[src/rtl/p2s_pkg.sv]
// Shared constants, FSM state type and bit-rate helper for the 4-lane
// parallel-to-serial sequencing controller.
package p2s_pkg;

  localparam int WORD_W = 32;
  localparam int LANES  = 4;
  localparam int LANE_W = WORD_W / LANES;
  localparam int RATE_W = 2;
  localparam int DIV_W  = 3;
  localparam int CNT_W  = 16;

  typedef enum logic [1:0] {
    IDLE,
    LOAD,
    SHIFT
  } state_t;

  // Terminal count of the bit-period divider: 2^rate - 1.
  function automatic logic [DIV_W-1:0] rate_mask(input logic [RATE_W-1:0] rate);
    return DIV_W'((4'd1 << rate) - 4'd1);
  endfunction

endpackage

[src/rtl/p2s_rate_div.sv]
// Bit-period divider: counts 0..2^rate_q-1 while enabled and pulses tc on the
// last cycle of each bit period.
module p2s_rate_div
  import p2s_pkg::*;
(
  input  logic              clk,
  input  logic              rst_n,
  input  logic [RATE_W-1:0] rate_q,
  input  logic              clr,
  input  logic              en,
  output logic              tc
);

  logic [DIV_W-1:0] div_reg;

  assign tc = en && (div_reg == rate_mask(rate_q));

  always_ff @(posedge clk or negedge rst_n) begin
    if (!rst_n) begin
      div_reg <= '0;
    end else if (clr) begin
      div_reg <= '0;
    end else if (en) begin
      div_reg <= tc ? '0 : div_reg + DIV_W'(1);
    end
  end

endmodule

[src/rtl/p2s_ctrl.sv]
// Sequencing controller for the parallel-to-serial datapath: one-word pending
// buffer, load strobe generation and MSB-first bit stepping at 2^rate cycles/bit.
module p2s_ctrl #(
  parameter int WORD_W = p2s_pkg::WORD_W,
  parameter int LANES  = p2s_pkg::LANES,
  parameter int LANE_W = WORD_W / LANES,
  parameter int SEL_W  = $clog2(LANE_W)
) (
  input  logic              clk,
  input  logic              rst_n,
  input  logic              enb,
  input  logic [1:0]        rate,
  input  logic              in_valid,
  input  logic [WORD_W-1:0] in_data,
  output logic              in_ready,
  output logic              ld,
  output logic [WORD_W-1:0] d,
  output logic [SEL_W-1:0]  bit_sel,
  output logic              out_valid,
  output logic              frame,
  output logic              busy,
  output logic [15:0]       words_sent
);
  import p2s_pkg::*;

  localparam logic [SEL_W-1:0] TOP_BIT = SEL_W'(LANE_W - 1);

  state_t            state_reg, state_next;
  logic              pend_v_reg, pend_v_next;
  logic [WORD_W-1:0] pend_data_reg, pend_data_next;
  logic [1:0]        rate_reg, rate_next;
  logic [SEL_W-1:0]  bit_idx_reg, bit_idx_next;
  logic [15:0]       words_reg, words_next;
  logic              out_valid_reg, frame_reg, busy_reg;
  logic              div_clr, div_en, div_tc;

  p2s_rate_div u_rate_div (
    .clk    (clk),
    .rst_n  (rst_n),
    .rate_q (rate_reg),
    .clr    (div_clr),
    .en     (div_en),
    .tc     (div_tc)
  );

  always_comb begin
    state_next     = state_reg;
    pend_v_next    = pend_v_reg;
    pend_data_next = pend_data_reg;
    rate_next      = rate_reg;
    bit_idx_next   = bit_idx_reg;
    words_next     = words_reg;
    div_clr        = 1'b0;
    div_en         = enb && (state_reg == SHIFT);
    in_ready       = enb && !pend_v_reg;
    // A load happens either from LOAD or on the very last cycle of bit 0 when
    // a word is waiting, which is what keeps consecutive frames gapless.
    ld             = enb && ((state_reg == LOAD) ||
                             ((state_reg == SHIFT) && (bit_idx_reg == '0) &&
                              div_tc && pend_v_reg));
    if (enb) begin
      if (in_valid && in_ready) begin
        pend_v_next    = 1'b1;
        pend_data_next = in_data;
      end
      case (state_reg)
        IDLE: begin
          if (pend_v_reg) state_next = LOAD;
        end
        SHIFT: begin
          if (div_tc) begin
            if (bit_idx_reg != '0) begin
              bit_idx_next = bit_idx_reg - SEL_W'(1);
            end else begin
              words_next = words_reg + 16'd1;
              if (!pend_v_reg) state_next = IDLE;
            end
          end
        end
        default: ;
      endcase
      if (ld) begin
        pend_v_next  = 1'b0;
        rate_next    = rate;
        bit_idx_next = TOP_BIT;
        div_clr      = 1'b1;
        state_next   = SHIFT;
      end
    end
  end

  always_ff @(posedge clk or negedge rst_n) begin
    if (!rst_n) begin
      state_reg     <= IDLE;
      pend_v_reg    <= 1'b0;
      pend_data_reg <= '0;
      rate_reg      <= '0;
      bit_idx_reg   <= '0;
      words_reg     <= '0;
      out_valid_reg <= 1'b0;
      frame_reg     <= 1'b0;
      busy_reg      <= 1'b0;
    end else begin
      state_reg     <= state_next;
      pend_v_reg    <= pend_v_next;
      pend_data_reg <= pend_data_next;
      rate_reg      <= rate_next;
      bit_idx_reg   <= bit_idx_next;
      words_reg     <= words_next;
      out_valid_reg <= (state_next == SHIFT);
      frame_reg     <= (state_next == SHIFT) && (bit_idx_next == TOP_BIT);
      busy_reg      <= (state_next != IDLE) || pend_v_next;
    end
  end

  // The pending buffer doubles as the load word: it is stable during every ld.
  assign d          = pend_data_reg;
  assign bit_sel    = bit_idx_reg;
  assign out_valid  = out_valid_reg;
  assign frame      = frame_reg;
  assign busy       = busy_reg;
  assign words_sent = words_reg;

endmodule

[config.mk]
export PLATFORM = sky130hd
export DESIGN_NAME = p2s_ctrl
export DESIGN_NICKNAME = d
export VERILOG_FILES = /design/src/rtl/p2s_pkg.sv /design/src/rtl/p2s_rate_div.sv /design/src/rtl/p2s_ctrl.sv
export SDC_FILE = /design/constraint.sdc
export NUM_CORES = 1
export LEC_CHECK = 0
export ABC_AREA = 1
export BUFFER_PORTS_ARGS = -buffer_cell sky130_fd_sc_hd__buf_2
export CAP_MARGIN = 30
export CORE_UTILIZATION = 51
export CTS_CLUSTER_SIZE = 24
export DETAILED_ROUTE_END_ITERATION = 6
export HOLD_SLACK_MARGIN = 0.12
export PLACE_DENSITY = 0.8
export SLEW_MARGIN = 20
export SYNTH_ARGS = -nofsm -noshare
export SYNTH_HDL_FRONTEND = slang
export SYNTH_SLANG_ARGS = --single-unit
[constraint.sdc]
create_clock -name clk -period 1.8 [get_ports clk]
set_input_delay 0.09 -clock clk [delete_from_list [all_inputs] [get_ports clk]]
set_output_delay 0.09 -clock clk [all_outputs]
set_load 0.005 [all_outputs]
== Word level (Yosys, flattened, before mapping) ==
Index checks and enable logic that the tools add are counted.
W data, S select, Z words.
Word-level totals
  word-level logic and storage cells: 61
  register bits: 62
  bits of input ports: 38
  output and inout port bits: 56
Operators by class
  reduce and logical (&&, ||, !) cells: 20
  add/subtract/negate cells: 4
  shift operators: 1
  bitwise operators: 1
  equality and inequality tests: 5
  muxes and demuxes: 20
Operator list (count)
  $mux W3: 8
  $add A16 B1 Y16 const B: 1
  $mux W2: 6
  $logic_and A1 B1 Y1: 9
  $sub A3 B1 Y3 const B: 2
  $mux W1: 5
  $eq A2 B2 Y1 const B: 2
  $pmux W2 S2: 1
  $reduce_and A2 Y1: 2
  $reduce_and A4 Y1: 1
  $reduce_bool A2 Y1: 2
  $add A3 B1 Y3 const B: 1
  $eq A3 B3 Y1: 1
  $eq A3 B3 Y1 const B: 1
  $logic_not A3 Y1: 1
  $reduce_bool A3 Y1: 1
  $shl A1 B2 Y3 const A: 1
  $eq A2 B1 Y1 const B: 1
  $logic_not A2 Y1: 1
  $logic_or A1 B1 Y1: 2
  $logic_not A1 Y1: 1
  $not A1 Y1: 1

== Depth between registers and ports, before layout ==
  depth in word-level cells: 12
  gate-level depth with buffers: 11
  depth with buffers taken out: 11

== Modules after synthesis ==
From an unflattened synthesis, not the netlist that was laid out.
Second synthesis, totals
  cells, all modules: 294
  area, all modules: 3044.2 um^2
Modules (own cells, without submodules)
  p2s_ctrl: instances 1, cells each 259, area each 2817.7 um^2
  p2s_rate_div: instances 1, cells each 35, area each 226.5 um^2

== Least setup slack after synthesis ==
No wires, ideal clock.
  path type: reg2reg
  start point: register bit_idx_reg[0] (netlist: bit_sel[0])
  end point: register words_reg[10] (netlist: words_sent[10])
  arrival: 1.508 ns
  cell stages (with the launch flop): 10
  setup time: 0.120 ns
  required time: 1.680 ns
  path slack: 0.171 ns
  period minus slack after synthesis: 1.629 ns
  cells stage by stage: dfrtp_1 inv_1 ha_1 nand2_1 inv_1 nand3_4 nor2_4 nand3_4 o21ai_1 nand2_1
On the way
  word-level cells in the longest chain between the ends: 3
RTL lines
  start, declared: RTL line p2s_ctrl.sv:32  | logic [SEL_W-1:0] bit_idx_reg, bit_idx_next;
  start signal, assigned: RTL line p2s_ctrl.sv:108  | bit_idx_reg <= bit_idx_next;
  $reduce_bool A3 Y1: RTL line p2s_ctrl.sv:72  | if (bit_idx_reg != '0) begin
  $not A1 Y1 (no line)
  $reduce_and A4 Y1 (no line)
  end signal, assigned: RTL line p2s_ctrl.sv:109  | words_reg <= words_next;
  end, declared: RTL line p2s_ctrl.sv:33  | logic [15:0] words_reg, words_next;
No other way between the ends.
A chain may end at the register's enable or synchronous reset.

== Final worst setup path ==
  start point: register bit_idx_reg[1] (netlist: bit_sel[1])
  end point: output ld
On the way
  word-level cells in the longest chain between the ends: 6
RTL lines
  $logic_not A3 Y1: RTL line p2s_ctrl.sv:59  | ((state_reg == SHIFT) && (bit_idx_reg == '0) &&
  $logic_and A1 B1 Y1 (2 in series): RTL line p2s_ctrl.sv:59
  $logic_and A1 B1 Y1: RTL line p2s_ctrl.sv:60  | div_tc && pend_v_reg));
  $logic_or A1 B1 Y1: RTL line p2s_ctrl.sv:58  | ld = enb && ((state_reg == LOAD) ||
  $logic_and A1 B1 Y1: RTL line p2s_ctrl.sv:58
  end, declared: RTL line p2s_ctrl.sv:16  | output logic ld,
No other way between the ends.

==> impl_metrics.yaml <==
power_and_ir_drop:
  ir_drop_uv: 1016
  p_leak_nw: 2.101
  power_mw: 5.390
  cellPowerDensity_nw_per_um2: 1312
routing:
  wl_um: 7024
  wire_per_inst_um: 14.13
  vias_per_cell: 4.932
  remaining_drc_errors: 0
  drt-pass1-iter-count: 4
  drt-initial-drc-count: 119
  final_antenna_net_count: 0
  vias: 2451
grt:
  grt.overflow.total: 0
  grt_pass1_vias: 2481
  grt_start_max_net_pins: 38
  grt_usage_pct: 25.00
  grt_pass1_wl_um: 11580
  antenna_found_initial: 0
logic_synthesis:
  ys_async_sr_fraction_pct: 100.0
  ys_seq_area_share_pct: 52.59
  synth-main-ff-cell: "dfrtp_1"
  synth_area_leaders: "dfrtp_1, mux2_2, nand2_1, inv_1, nand3_1"
  synth_warnings: 0
  synth_top_area_share_pct: 52.59
  synth_commonest_cells: "dfrtp_1, nand2_1, mux2_2"
  synth_cell_types: 32
  synthesis.nets: 319
  synth.avg_cell_area_sq_um: 10.65
  synth.most_common_cell: "dfrtp_1"
  synth_top_area_cell: "dfrtp_1"
  synth_edf_count: 0
  syn_area_sq_um: 2950
  ys_ff_latch: 62
  synth_cells: 277
die:
  num_io_pins: 94
  die_x_um: 78.06
  die_area_sq_um: 6093
  fp.coreArea_sq_um: 5540
  core.rowCount: 27
  start_util_pct: 53.25
  die_h_um: 78.06
sta:
  slew_violations: 0
  relSlewSlack_pct: 61.42
  final_hold_viol_count: 0
  fin_skew_ns: 0.01186
  fmax_mhz: 582.2
  fin_ws_ns: 0.08252
  final.setup.tns_ns: 0
  whs_ns: 0.1754
  rsz0062_at_grt: "no"
  tightest_slew_ns: 0.5787
  fin_crit_ns: 1.717
  finalCritPeriodShare_pct: 95.42
  setup_viol: 0
layout:
  final_cell_area_sq_um: 4109
  area_growth_pct: 39.27
  largest_reg_flops: 32
  nFillCells: 372
  stdcell_count: 497
  fin_util_pct: 74.16
  nNetsFinal: 462
  layout-drive-gt1-share_pct: 41.41
  n_antenna_cell: 0
placement:
  preCtsSetupSlack_ns: 0.1674
  gp_congestion: 0.8469
  place.port_buffers: 93
  dp_hpwl_um: 4499
  dp.cells: 443
  placed_area_sq_um: 3548
clock_tree:
  insertion_delay_ns: 0.34
  cts_tree: "done"
  clk_path_buf_depth: 2
  root_buffer: "clkbuf_8"
  path_clk_slew_ns: 0.06
  htree_num_levels: 3
  cts.sinks: 62
  cts_buffers: 9
worst_setup_path:
  critPathLaunchType: "register"
  r2r_slack_ns: 0.13
  crit_fanout: 5
  critPathKind: "register to output port"
  worstPathArrival_ns: 1.63
  cp.required_ns: 1.71
  end_kind: "output port"
hold_path:
  hold_path_class: "input port to register"
run:
  drv_cap: 0
outcome:
  status: "finished clean"
[layout by cell type (no fill, tap or decap), drive strengths merged, types with 2 or more instances in the layout]
master	n
nand4	8
a31oi	2
dlygate4sd3	36
xor2	6
dfrtp	62
o21ai	9
mux2	32
xnor2	9
nor3	4
nor2	18
buf	100
nand3	21
nand2	62
a21oi	3
clkinv	4
ha	4
clkbuf	12
inv	29
[final timing paths]
check | startpoint | endpoint | cells past startpoint
setup / recovery | bit_sel[1] | ld | 7
hold / removal | enb | busy | 3
setup reg to reg | state_reg[0] | words_sent[10] | 11
hold reg to reg | d[7] | d[7] | 1
max in group asynchronous | rst_n | rate_reg[1] | 3
min in group asynchronous | rst_n | d[25] | 2
[critical path, cell delays in order (launching register included)]
cell     delay, ns
dfrtp_1       0.41
inv_1         0.10
ha_2          0.20
nand2_1       0.08
inv_2         0.12
nand4_4       0.15
nand2_4       0.12
buf_2         0.12
[timing repair]
| action | in CTS | in global routing |
|---|---|---|
| endpoints found under the hold margin | 61 | 0 |
| hold buffers | 36 | 0 |
| gates resized for setup | 2 | 4 |
| setup endpoints to repair | 1 | 4 |
| buffers inserted | 1 | 1 |
| pin swaps | 1 | 2 |
[power breakdown]
part | switching [mW] | internal [mW]
Clock | 0.511 | 0.530
Sequential | 0.389 | 1.92
Combinational | 1.04 | 1.00
Total | 1.94 | 3.45
[routing by layer]
| layer | GRT usage [%] | vias to the layer above | part of all wire (%) |
|---|---|---|---|
| met1 | 30.68 | 1149 | 43 |
| met2 | 41.93 | 95 | 49 |
| li1 | - | 1193 | - |
| met5 | 0 | - | 0 |
| met3 | 5.930 | 14 | 6.0 |
| met4 | 11.11 | 0 | 1.9 |
[cell families after synthesis]
logic type / count (synthesis) / share of synthesized area (%)
simple gates: 116 / 21.67
flops: 62 / 52.59
buf+inv: 34 / 4.538
mux: 32 / 12.21
xor+xnor: 15 / 4.708
compound gates: 14 / 2.587
fa+ha+maj: 4 / 1.696
[cell type report]
class | instances | area, sq um | area share [%]
inverters | 30 | 113.9 | 2.771
clock inverters | 4 | 22.52 | 0.5481
flip-flops and latches | 62 | 1553 | 37.79
well taps | 72 | 90.09 | 2.192
clock buffers | 12 | 145.1 | 3.532
repair buffers | 136 | 903.4 | 21.99
multi-input cells | 181 | 1281 | 31.18
(Power assumes the default switching activity.)
